$ cat config.mk
export PLATFORM = sky130hd
export DESIGN_NAME = branch_cond_unit
export DESIGN_NICKNAME = d
export VERILOG_FILES = /design/src/rtl/branch_pkg.sv /design/src/rtl/branch_cond_eval.sv /design/src/rtl/branch_cond_unit.sv
export SDC_FILE = /design/constraint.sdc
export NUM_CORES = 1
export LEC_CHECK = 0
export CAP_MARGIN = 30
export CORE_MARGIN = 4
export CORE_UTILIZATION = 32
export DETAILED_ROUTE_END_ITERATION = 8
export SYNTH_ARGS = -nofsm -noshare
export SYNTH_HDL_FRONTEND = slang
export SYNTH_HIERARCHICAL = 1
export SYNTH_SLANG_ARGS = --single-unit
$ cat constraint.sdc
create_clock -name clk -period 8.05 [get_ports clk]
set_clock_uncertainty 0.05 [all_clocks]
set_input_delay 1.2075 -clock clk [delete_from_list [all_inputs] [get_ports clk]]
set_output_delay 1.2075 -clock clk [all_outputs]
set_load 0.01 [all_outputs]
$ cat src/rtl/branch_pkg.sv
// Shared types for the branch condition unit: condition-code encodings and FSM states.
package branch_pkg;

    localparam logic [2:0] CondEncB   = 3'b000;
    localparam logic [2:0] CondEncBeq = 3'b001;
    localparam logic [2:0] CondEncBne = 3'b010;
    localparam logic [2:0] CondEncBlt = 3'b011;
    localparam logic [2:0] CondEncBle = 3'b100;

    typedef enum logic [2:0] {
        CondB   = CondEncB,
        CondBeq = CondEncBeq,
        CondBne = CondEncBne,
        CondBlt = CondEncBlt,
        CondBle = CondEncBle
    } cond_e;

    typedef enum logic [1:0] {
        StIdle,
        StEval,
        StDone
    } state_e;

endpackage

$ cat src/rtl/branch_cond_eval.sv
// Combinational condition evaluator: decides taken/illegal from a condition code and {Z,N,V}.
module branch_cond_eval
    import branch_pkg::*;
(
    input  logic [2:0] cond,
    input  logic [2:0] flags,
    output logic       taken,
    output logic       illegal
);

    logic flag_z;
    logic flag_n;
    logic flag_v;

    assign {flag_z, flag_n, flag_v} = flags;

    always_comb begin
        taken   = 1'b0;
        illegal = 1'b0;
        case (cond)
            CondEncB:   taken = 1'b1;
            CondEncBeq: taken = flag_z;
            CondEncBne: taken = ~flag_z;
            CondEncBlt: taken = flag_n ^ flag_v;
            CondEncBle: taken = (flag_n ^ flag_v) | flag_z;
            default:    illegal = 1'b1;
        endcase
    end

endmodule

$ cat src/rtl/branch_cond_unit.sv
// Branch condition unit: stores ALU flags, evaluates branch requests, returns taken and next PC.
// Define BRANCH_COND_STATS_EN to add saturating taken/not-taken counters.
module branch_cond_unit
    import branch_pkg::*;
#(
    parameter int unsigned PC_W  = 9,
    parameter int unsigned IMM_W = 8
) (
    input  logic             clk,
    input  logic             reset_n,
    input  logic             ld_status,
    input  logic             z_in,
    input  logic             n_in,
    input  logic             v_in,
    input  logic             req_valid,
    output logic             req_ready,
    input  logic [2:0]       req_cond,
    input  logic [PC_W-1:0]  req_pc,
    input  logic [IMM_W-1:0] req_imm,
    output logic             resp_valid,
    input  logic             resp_ready,
    output logic             resp_taken,
    output logic [PC_W-1:0]  resp_next_pc,
    output logic             resp_illegal,
    output logic [2:0]       status_q
`ifdef BRANCH_COND_STATS_EN
    ,
    output logic [15:0]      taken_cnt,
    output logic [15:0]      not_taken_cnt
`endif
);

    state_e           state_q, state_d;
    logic [2:0]       cond_q;
    logic [PC_W-1:0]  pc_q;
    logic [IMM_W-1:0] imm_q;
    logic [2:0]       flags_q;
    logic [PC_W-1:0]  imm_ext;
    logic             eval_taken;
    logic             eval_illegal;
    logic             accept;
    logic             resp_fire;

    assign req_ready  = (state_q == StIdle);
    assign resp_valid = (state_q == StDone);
    assign accept     = req_valid & req_ready;
    assign resp_fire  = resp_valid & resp_ready;
    assign imm_ext    = PC_W'($signed(imm_q));

    branch_cond_eval u_eval (
        .cond    (cond_q),
        .flags   (flags_q),
        .taken   (eval_taken),
        .illegal (eval_illegal)
    );

    always_comb begin
        state_d = state_q;
        unique case (state_q)
            StIdle:  if (accept) state_d = StEval;
            StEval:  state_d = StDone;
            StDone:  if (resp_ready) state_d = StIdle;
            default: state_d = StIdle;
        endcase
    end

    always_ff @(posedge clk) begin
        if (!reset_n) begin
            state_q      <= StIdle;
            status_q     <= 3'b000;
            cond_q       <= 3'b000;
            pc_q         <= '0;
            imm_q        <= '0;
            flags_q      <= 3'b000;
            resp_taken   <= 1'b0;
            resp_next_pc <= '0;
            resp_illegal <= 1'b0;
        end else begin
            state_q <= state_d;
            if (ld_status) begin
                status_q <= {z_in, n_in, v_in};
            end
            if (accept) begin
                cond_q  <= req_cond;
                pc_q    <= req_pc;
                imm_q   <= req_imm;
                // A load on the accept edge bypasses the stale status register.
                flags_q <= ld_status ? {z_in, n_in, v_in} : status_q;
            end
            if (state_q == StEval) begin
                resp_taken   <= eval_taken;
                resp_illegal <= eval_illegal;
                resp_next_pc <= pc_q + PC_W'(1) + (eval_taken ? imm_ext : '0);
            end
        end
    end

`ifdef BRANCH_COND_STATS_EN
    always_ff @(posedge clk) begin
        if (!reset_n) begin
            taken_cnt     <= 16'h0000;
            not_taken_cnt <= 16'h0000;
        end else if (resp_fire) begin
            if (resp_taken) begin
                if (taken_cnt != 16'hFFFF) taken_cnt <= taken_cnt + 16'h0001;
            end else begin
                if (not_taken_cnt != 16'hFFFF) not_taken_cnt <= not_taken_cnt + 16'h0001;
            end
        end
    end
`endif

endmodule

Word-level counts from Yosys, hierarchy flattened. Cells that the tools add are included.

Input port bits: 28. Register bits: 39. Output and inout bits: 16. Word-level logic and storage cells: 34.

Bitwise gates (word level): 4. Muxes and demuxes: 7. Reduce and logical (&&, ||, !) cells: 4. Equality and inequality tests: 8. Add/sub/neg operators: 2.

Operators with widths (count): $add A9 B1 Y9 const B (1); $add A9 B9 Y9 (1); $mux W9 (1); $eq A3 B2 Y1 const B (2); $pmux W2 S3 (1); $pmux W1 S5 (1); $reduce_or A5 Y1 (1); $mux W2 (2); $ne A2 B1 Y1 const B (2); $eq A3 B1 Y1 const B (1); $eq A3 B3 Y1 const B (1); $logic_not A3 Y1 (1); $mux W3 (1); $eq A2 B1 Y1 const B (1); $eq A2 B2 Y1 const B (1); $logic_not A2 Y1 (1); $reduce_and A2 Y1 (1); $and A1 B1 Y1 (1); $mux W1 (1); $not A1 Y1 (1); $or A1 B1 Y1 (1); $xor A1 B1 Y1 (1).

Logic depth before layout (Yosys ltp). Gate-level depths: netlist of run 1.

Depth after elaboration: 5. Depth in mapped cells: 11. Mapped depth without buffers: 11.

By module. Netlist of run 1, hierarchy kept.

Modules (own cells, without submodules): branch_cond_unit (seq. area each 780.7 sq um, area each 1923.1 sq um, times used 1, cells each 216); branch_cond_eval (seq. area each 0.0 sq um, area each 51.3 sq um, times used 1, cells each 9).

Worst setup path before layout of run 1. Ideal clock, no wire load.

Path kind: reg2reg. Start: register flags_q[0]. End: register resp_next_pc[6]. Setup slack: 5.531 ns. Period minus slack after synthesis: 2.519 ns. Required time: 7.860 ns. Library setup time: 0.140 ns. Data arrival time: 2.328 ns. Buffers on the path: 0. Cell stages (with the launch flop): 12. Path through: dfxtp_1 > xor2_1 > o21ai_0 > nand3_1 > nand2_1 > ha_1 > inv_1 > fa_1 > a211oi_2 > nor2_1 > o311ai_0 > o211ai_1.

Word-level cells in the longest chain between the ends: 5.

RTL lines: start: declaration (line branch_cond_unit.sv:37) `logic [2:0] flags_q;`; start signal: assignment (line branch_cond_unit.sv:88) `flags_q <= ld_status ? {z_in, n_in, v_in} : status_q;`; $xor A1 B1 Y1 * (line branch_cond_eval.sv:24, branch_cond_eval.sv:25); $or A1 B1 Y1 (line branch_cond_eval.sv:25) `CondEncBle: taken = (flag_n ^ flag_v) | flag_z;`; $pmux W1 S5 * (line branch_cond_eval.sv:20) `case (cond)`; named net eval_taken (line branch_cond_unit.sv:39) `logic eval_taken;`; $mux W9 * (line branch_cond_unit.sv:93) `resp_next_pc <= pc_q + PC_W'(1) + (eval_taken ? imm_ext : '0);`; $add A9 B9 Y9 * (line branch_cond_unit.sv:93); end signal: assignment (line branch_cond_unit.sv:93); end: declaration (line branch_cond_unit.sv:23) `output logic [PC_W-1:0] resp_next_pc,`.

Mark *: on every way through the listed nets, which the timed path passes. The rest lies on a longest branch. A chain may end at the register's enable or synchronous reset.

Worst setup path in the final report of run 1. Same ends and word-level chain as after synthesis.

==> results.json, run 1 <==
{
  "netlist_instances": 225,
  "antenna_found_initial": 0,
  "dpl_worst_slack_ns": 5.07,
  "fmax_mhz": 334,
  "gp_congestion": 0.771,
  "cts_inserted_buffers": 5,
  "placedCellCount": 332,
  "syn_area_per_cell_sq_um": 8.78,
  "core_area_sq_um": 5960,
  "synthFlopType": "dfxtp_1",
  "wl_per_cell_um": 12.9,
  "track_usage_pct": 12.4,
  "grt_pass1_wl_um": 7430,
  "num_rows": 28,
  "slew_headroom_pct": 37.9,
  "seq_area_frac_synth_pct": 39.5,
  "hold_path_class": "reg2reg",
  "cts_tree": "done",
  "grt_pass1_vias": 1613,
  "grt_overflow": 0,
  "clkTransAtPathRegs_ns": 0.07,
  "maxCapViolations": 0,
  "diodes": 0,
  "drive_gt1_share_pct": 4.91,
  "post_cts_buffers": 0,
  "cp_data_arrival_time_ns": 3.09,
  "ys_warn_count": 6,
  "end_kind": "register",
  "layout_common_cells": "nand2_1, clkdlybuf4s50_1, dfxtp_1",
  "synth_nets": 262,
  "netlist_area_sq_um": 1970,
  "cts_resized": 0,
  "cp.required_ns": 8.15,
  "place_hpwl_um": 3110,
  "drt-pass1-iter-count": 4,
  "via_per_inst": 4.76,
  "worst-path-max-fanout": 9,
  "setup_tns_ns": 0,
  "fill_cells": 621,
  "setup_slack_ns": 5.06,
  "ios": 44,
  "io_buffers": 43,
  "layout.nets": 301,
  "synth_cell_types": 45,
  "critPathMaxStageDelay_ns": 0.43,
  "postSynthRegisterBits": 39,
  "slew_violations": 0,
  "cpMaxStageDelayCell": "a211oi_2",
  "synth_edf_count": 0,
  "outcome": "complete, no violations",
  "hold_buffers": 0,
  "die_x_um": 86.6,
  "cts_sinks": 39,
  "route.detailed.drc": 0,
  "start_kind": "register",
  "drt_iter0_markers": 65,
  "hold_viol": 0,
  "vias": 1619,
  "clk-insertion-delay-late_ns": 0.28,
  "post-route-min-period_ns": 2.99,
  "power_density_nw_per_um2": 167,
  "die_area_sq_um": 7490,
  "syn2layout_area_growth_pct": 28.4,
  "min_period_over_period_pct": 37.2,
  "die_y_um": 86.6,
  "antenna_left": 0,
  "async_reset_ff_share_pct": 0,
  "utilization_pct": 42.6,
  "layout_commonest_cell": "nand2_1",
  "worst-slew-pin-transition_ns": 0.931,
  "rsz0062_at_grt": "false",
  "grt_max_degree": 46,
  "p_leak_uw": 0.00104,
  "critPathBufInv": 1,
  "totalWireLength_um": 4370,
  "clockRootBuffer": "clkbuf_8",
  "worstSetupPathType": "reg2reg",
  "h-tree-depth": 2,
  "vdd_drop_max_v": 0.0000746,
  "crit_family": "compound AO/OA/AOI/OAI gates",
  "cp_cell_sequence": "xor2_1 > o21ai_0 > nand3_1 > nand2_1 > ha_1 > inv_1 > fa_1 > a211oi_2 > nor2_1 > o311ai_0 > o211ai_1",
  "fin_cells": 340,
  "initial_core_util_pct": 33.2,
  "setup_viol": 0,
  "clockBufferDepth": 2
}
==> flip-flops by register name, summed over array words and instances, names as in the netlist <==
signal	flops
pc_q	9
resp_next_pc	9
imm_q	8
cond_q	3
flags_q	3
status_q	3
state_q	2
resp_illegal	1
resp_taken	1
==> path summary, 6_finish.rpt <==
kind                                 startpoint         endpoint  slack [ns]  cells past startpoint
worst min-delay path            resp_next_pc[1]  resp_next_pc[1]        0.41                      2
worst max-delay path                 flags_q[0]  resp_next_pc[6]        5.06                     11
worst max register to register       flags_q[0]  resp_next_pc[6]        5.06                     11
worst min register to register  resp_next_pc[1]  resp_next_pc[1]        0.41                      2
==> synthesized netlist by cell type (2+ instances only) <==
cell type / count / area share (%)
nor2b_1: 8 / 2.5
dfxtp_1: 39 / 40
o21a_1: 4 / 1.5
o21ai_0: 5 / 1.3
nand2_1: 56 / 11
buf_2: 3 / 0.76
a211oi_1: 4 / 1.5
nor2_1: 5 / 0.95
o211a_1: 5 / 2.5
o211ai_1: 2 / 0.76
clkbuf_1: 8 / 1.5
mux2i_1: 3 / 1.5
and2_1: 8 / 2.5
o2111ai_1: 2 / 0.89
a21o_1: 2 / 0.76
and3_1: 2 / 0.63
nor3_1: 3 / 0.76
ha_1: 8 / 5.1
a211o_1: 2 / 0.89
nand4b_1: 2 / 0.89
inv_1: 3 / 0.57
buf_4: 2 / 0.76
nand3_1: 4 / 1.0
a21boi_0: 23 / 8.7
xnor2_1: 2 / 0.89
==> kinds of logic after synthesis <==
family                     Yosys count  synth area share, %
adders and majority gates            9                 6.08
and+or+nand+nor                     95                 22.6
DFF                                 39                 39.5
muxes                                3                 1.52
buffers and inverters               16                 3.61
AOI/OAI and AO/OA                   60                 25.3
xor gates and xnor gates             3                 1.33
==> final cells by class <==
cell class | count | area [sq um] | share of cell area, %
clock inverters | 1 | 5.00 | 0.197
well taps | 75 | 93.8 | 3.70
repair buffers | 45 | 445 | 17.6
inverters | 3 | 11.3 | 0.444
flip-flops and latches | 39 | 781 | 30.8
clock buffers | 7 | 76.3 | 3.01
multi-input cells | 170 | 1120 | 44.3
==> report_power, final <==
| part | switching (uW) | internal (uW) |
|---|---|---|
| registers | 7.25 | 205 |
| logic | 41.9 | 43.1 |
| clock network | 65.8 | 60.8 |
| total | 115 | 309 |
==> worst min-delay path: cells and delay by family, from the launching register on <==
kind	cells	cell delay, ns
simple gates	1	0.04
compound gates	1	0.06
flops	1	0.31
==> stage by stage <==
| step | area, sq um | hold slack [ns] | total power (uW) |
|---|---|---|---|
| final | 2530 | 0.411 | 424 |
| after global routing | 2530 | 0.431 | 451 |
| after CTS | 2530 | 0.413 | 431 |
| after detailed placement | 2450 | 0.403 | 303 |
| after global placement | 2450 | 0.399 | 302 |
| after floorplan | 1970 | 0.389 | 268 |
==> per-layer routing <==
layer,share of wire (%),vias up,routed length (um),track usage [%]
met4,1.3,0,57,3.40
met2,43,29,1870,19.7
met5,0,-,0,0
met1,52,722,2290,16.7
met3,3.6,6,158,3.04
li1,-,862,-,-
Power figures use the tool's default switching activity.
==> run 2: changes to the inputs <==
==> constraint.sdc (replaced) <==
create_clock -name clk -period 2.9 [get_ports clk]
set_clock_uncertainty 0.05 [all_clocks]
set_input_delay 0.435 -clock clk [delete_from_list [all_inputs] [get_ports clk]]
set_output_delay 0.435 -clock clk [all_outputs]
set_load 0.01 [all_outputs]
==> run 2 against run 1 <==
  * Die area stayed put
  * Worst setup slack worse by 4.8 ns
  * Non-clock buffer count is 3 higher
  * Combinational power grew to 2.8 times the previous value
  * Cell area is 0.89% higher
  * Hold slack better by 0.0020 ns
  * Core utilization is 0.38 points higher
  * Cell count is 0.88% higher
  * Critical path depth stayed put
  * Via count is 0.25% higher
  * Routed wire length is 0.11% higher
==> results.json, run 2 (same netlist as run 1, synthesis figures left out) <==
{
  "outcome": "complete, no violations",
  "track_usage_pct": 13.0,
  "start_kind": "register",
  "num_rows": 28,
  "cpMaxStageDelayCell": "fa_1",
  "place_hpwl_um": 3320,
  "die_y_um": 86.6,
  "maxCapViolations": 0,
  "ios": 44,
  "grt_max_degree": 27,
  "fmax_mhz": 380,
  "rsz0062_at_grt": "false",
  "power_density_nw_per_um2": 462,
  "antenna_left": 0,
  "slew_violations": 0,
  "holdWs_ns": 0.413,
  "setup_tns_ns": 0,
  "clockRootBuffer": "clkbuf_8",
  "cts_inserted_buffers": 5,
  "r2r_slack_ns": 0.27,
  "end_kind": "register",
  "hold_path_class": "reg2reg",
  "min_period_over_period_pct": 90.7,
  "fill_cells": 648,
  "post_cts_buffers": 0,
  "r2r-end": "resp_next_pc[6]",
  "io_buffers": 43,
  "h-tree-depth": 2,
  "setup_viol": 0,
  "core_area_sq_um": 5960,
  "via_per_inst": 4.73,
  "layout_commonest_cell": "nand2_1",
  "cts_resized": 0,
  "cp_cell_sequence": "xor2_1 > o21ai_0 > nand3_1 > nand2_1 > ha_1 > inv_1 > fa_1 > a211oi_2 > nor2_1 > o311ai_0 > o211ai_1",
  "clkTransAtPathRegs_ns": 0.07,
  "top_regs": "pc_q x9, resp_next_pc x9, imm_q x8",
  "die_area_sq_um": 7490,
  "clockBufferDepth": 2,
  "utilization_pct": 42.9,
  "drive_gt1_share_pct": 5.97,
  "min_path_cells": 2,
  "cts_tree": "done",
  "holdPathEnd": "imm_q[5]",
  "p_leak_uw": 0.00106,
  "vdd_drop_max_v": 0.000197,
  "cp.required_ns": 3.01,
  "crit_family": "compound AO/OA/AOI/OAI gates",
  "wl_per_cell_um": 12.8,
  "reg2reg_depth": 11,
  "diodes": 0,
  "syn2layout_area_growth_pct": 29.5,
  "initial_core_util_pct": 33.2,
  "min_from": "imm_q[5]",
  "antenna_found_initial": 0,
  "cts_sinks": 39,
  "die_x_um": 86.6,
  "drt_iter0_markers": 77,
  "multiInputGateArea_sq_um": 1120,
  "slew_headroom_pct": 55.8,
  "route.detailed.drc": 0,
  "r2r-start": "flags_q[0]",
  "vias": 1623,
  "cp_data_arrival_time_ns": 2.74,
  "clk-insertion-delay-late_ns": 0.29,
  "critPathMaxStageDelay_ns": 0.43,
  "grt_overflow": 0,
  "grt_pass1_wl_um": 7630,
  "post-route-min-period_ns": 2.63,
  "worstSetupPathType": "reg2reg",
  "worst-path-max-fanout": 3,
  "layout.nets": 304,
  "worst-path-stages": 11,
  "hold_buffers": 0,
  "total_power_uw": 1180,
  "critPathBufInv": 1,
  "layout_common_cells": "nand2_1, clkdlybuf4s50_1, dfxtp_1",
  "regArea_sq_um": 781,
  "hold_viol": 0,
  "drt-pass1-iter-count": 4,
  "grt_pass1_vias": 1549,
  "gp_congestion": 0.810,
  "totalWireLength_um": 4380,
  "worst-slew-pin-transition_ns": 0.662
}
run 2: metrics by stage:
step | worst slack [ns] | cell area, sq um | cells
finish | 0.269 | 2560 | 343
global route | 0.0387 | 2560 | 343
CTS | 0.238 | 2560 | 343
detailed placement | 0.249 | 2480 | 335
global placement | 0.380 | 2480 | 335
floorplan | 0.381 | 1970 | 225
run 2: worst min-delay path: cells and delay by family (launching register included):
family,cells,cell delay (ns)
flops,1,0.31
simple gates,1,0.05
compound gates,1,0.06
run 2: cell type report:
type                            count  share of cell area [%]
Clock inverter                      1                   0.196
Tap cell                           75                    3.67
Timing Repair Buffer               48                    18.3
Clock buffer                        7                    2.98
Multi-Input combinational cell    170                    43.9
Sequential cell                    39                    30.5
Inverter                            3                   0.440
run 2: worst max path at each step:
stage / start / to / slack [ns]
after CTS: flags_q[0] / resp_next_pc[6] / 0.24
after detailed placement: flags_q[0] / resp_next_pc[6] / 0.25
final: flags_q[0] / resp_next_pc[6] / 0.27
after floorplan: flags_q[0] / resp_next_pc[6] / 0.38
after global routing: flags_q[0] / resp_next_pc[6] / 0.04
after global placement: flags_q[0] / resp_next_pc[6] / 0.38
run 2: per-layer routing:
metal  vias to the layer above  global-route usage, %  share of wire, %
li1                        873                      -                 -
met1                       712                   17.4                51
met2                        32                   19.7                43
met3                         6                   2.66               4.2
met4                         0                   6.37               2.2
met5                         -                      0                 0
run 2: power breakdown:
part / internal, uW / leakage (uW) / total [uW] / switching [uW]
Clock: 169 / 0.0000422 / 350 / 182
Combinational: 125 / 0.000695 / 240 / 115
Sequential: 570 / 0.000320 / 591 / 21.4
Total: 863 / 0.00106 / 1180 / 318
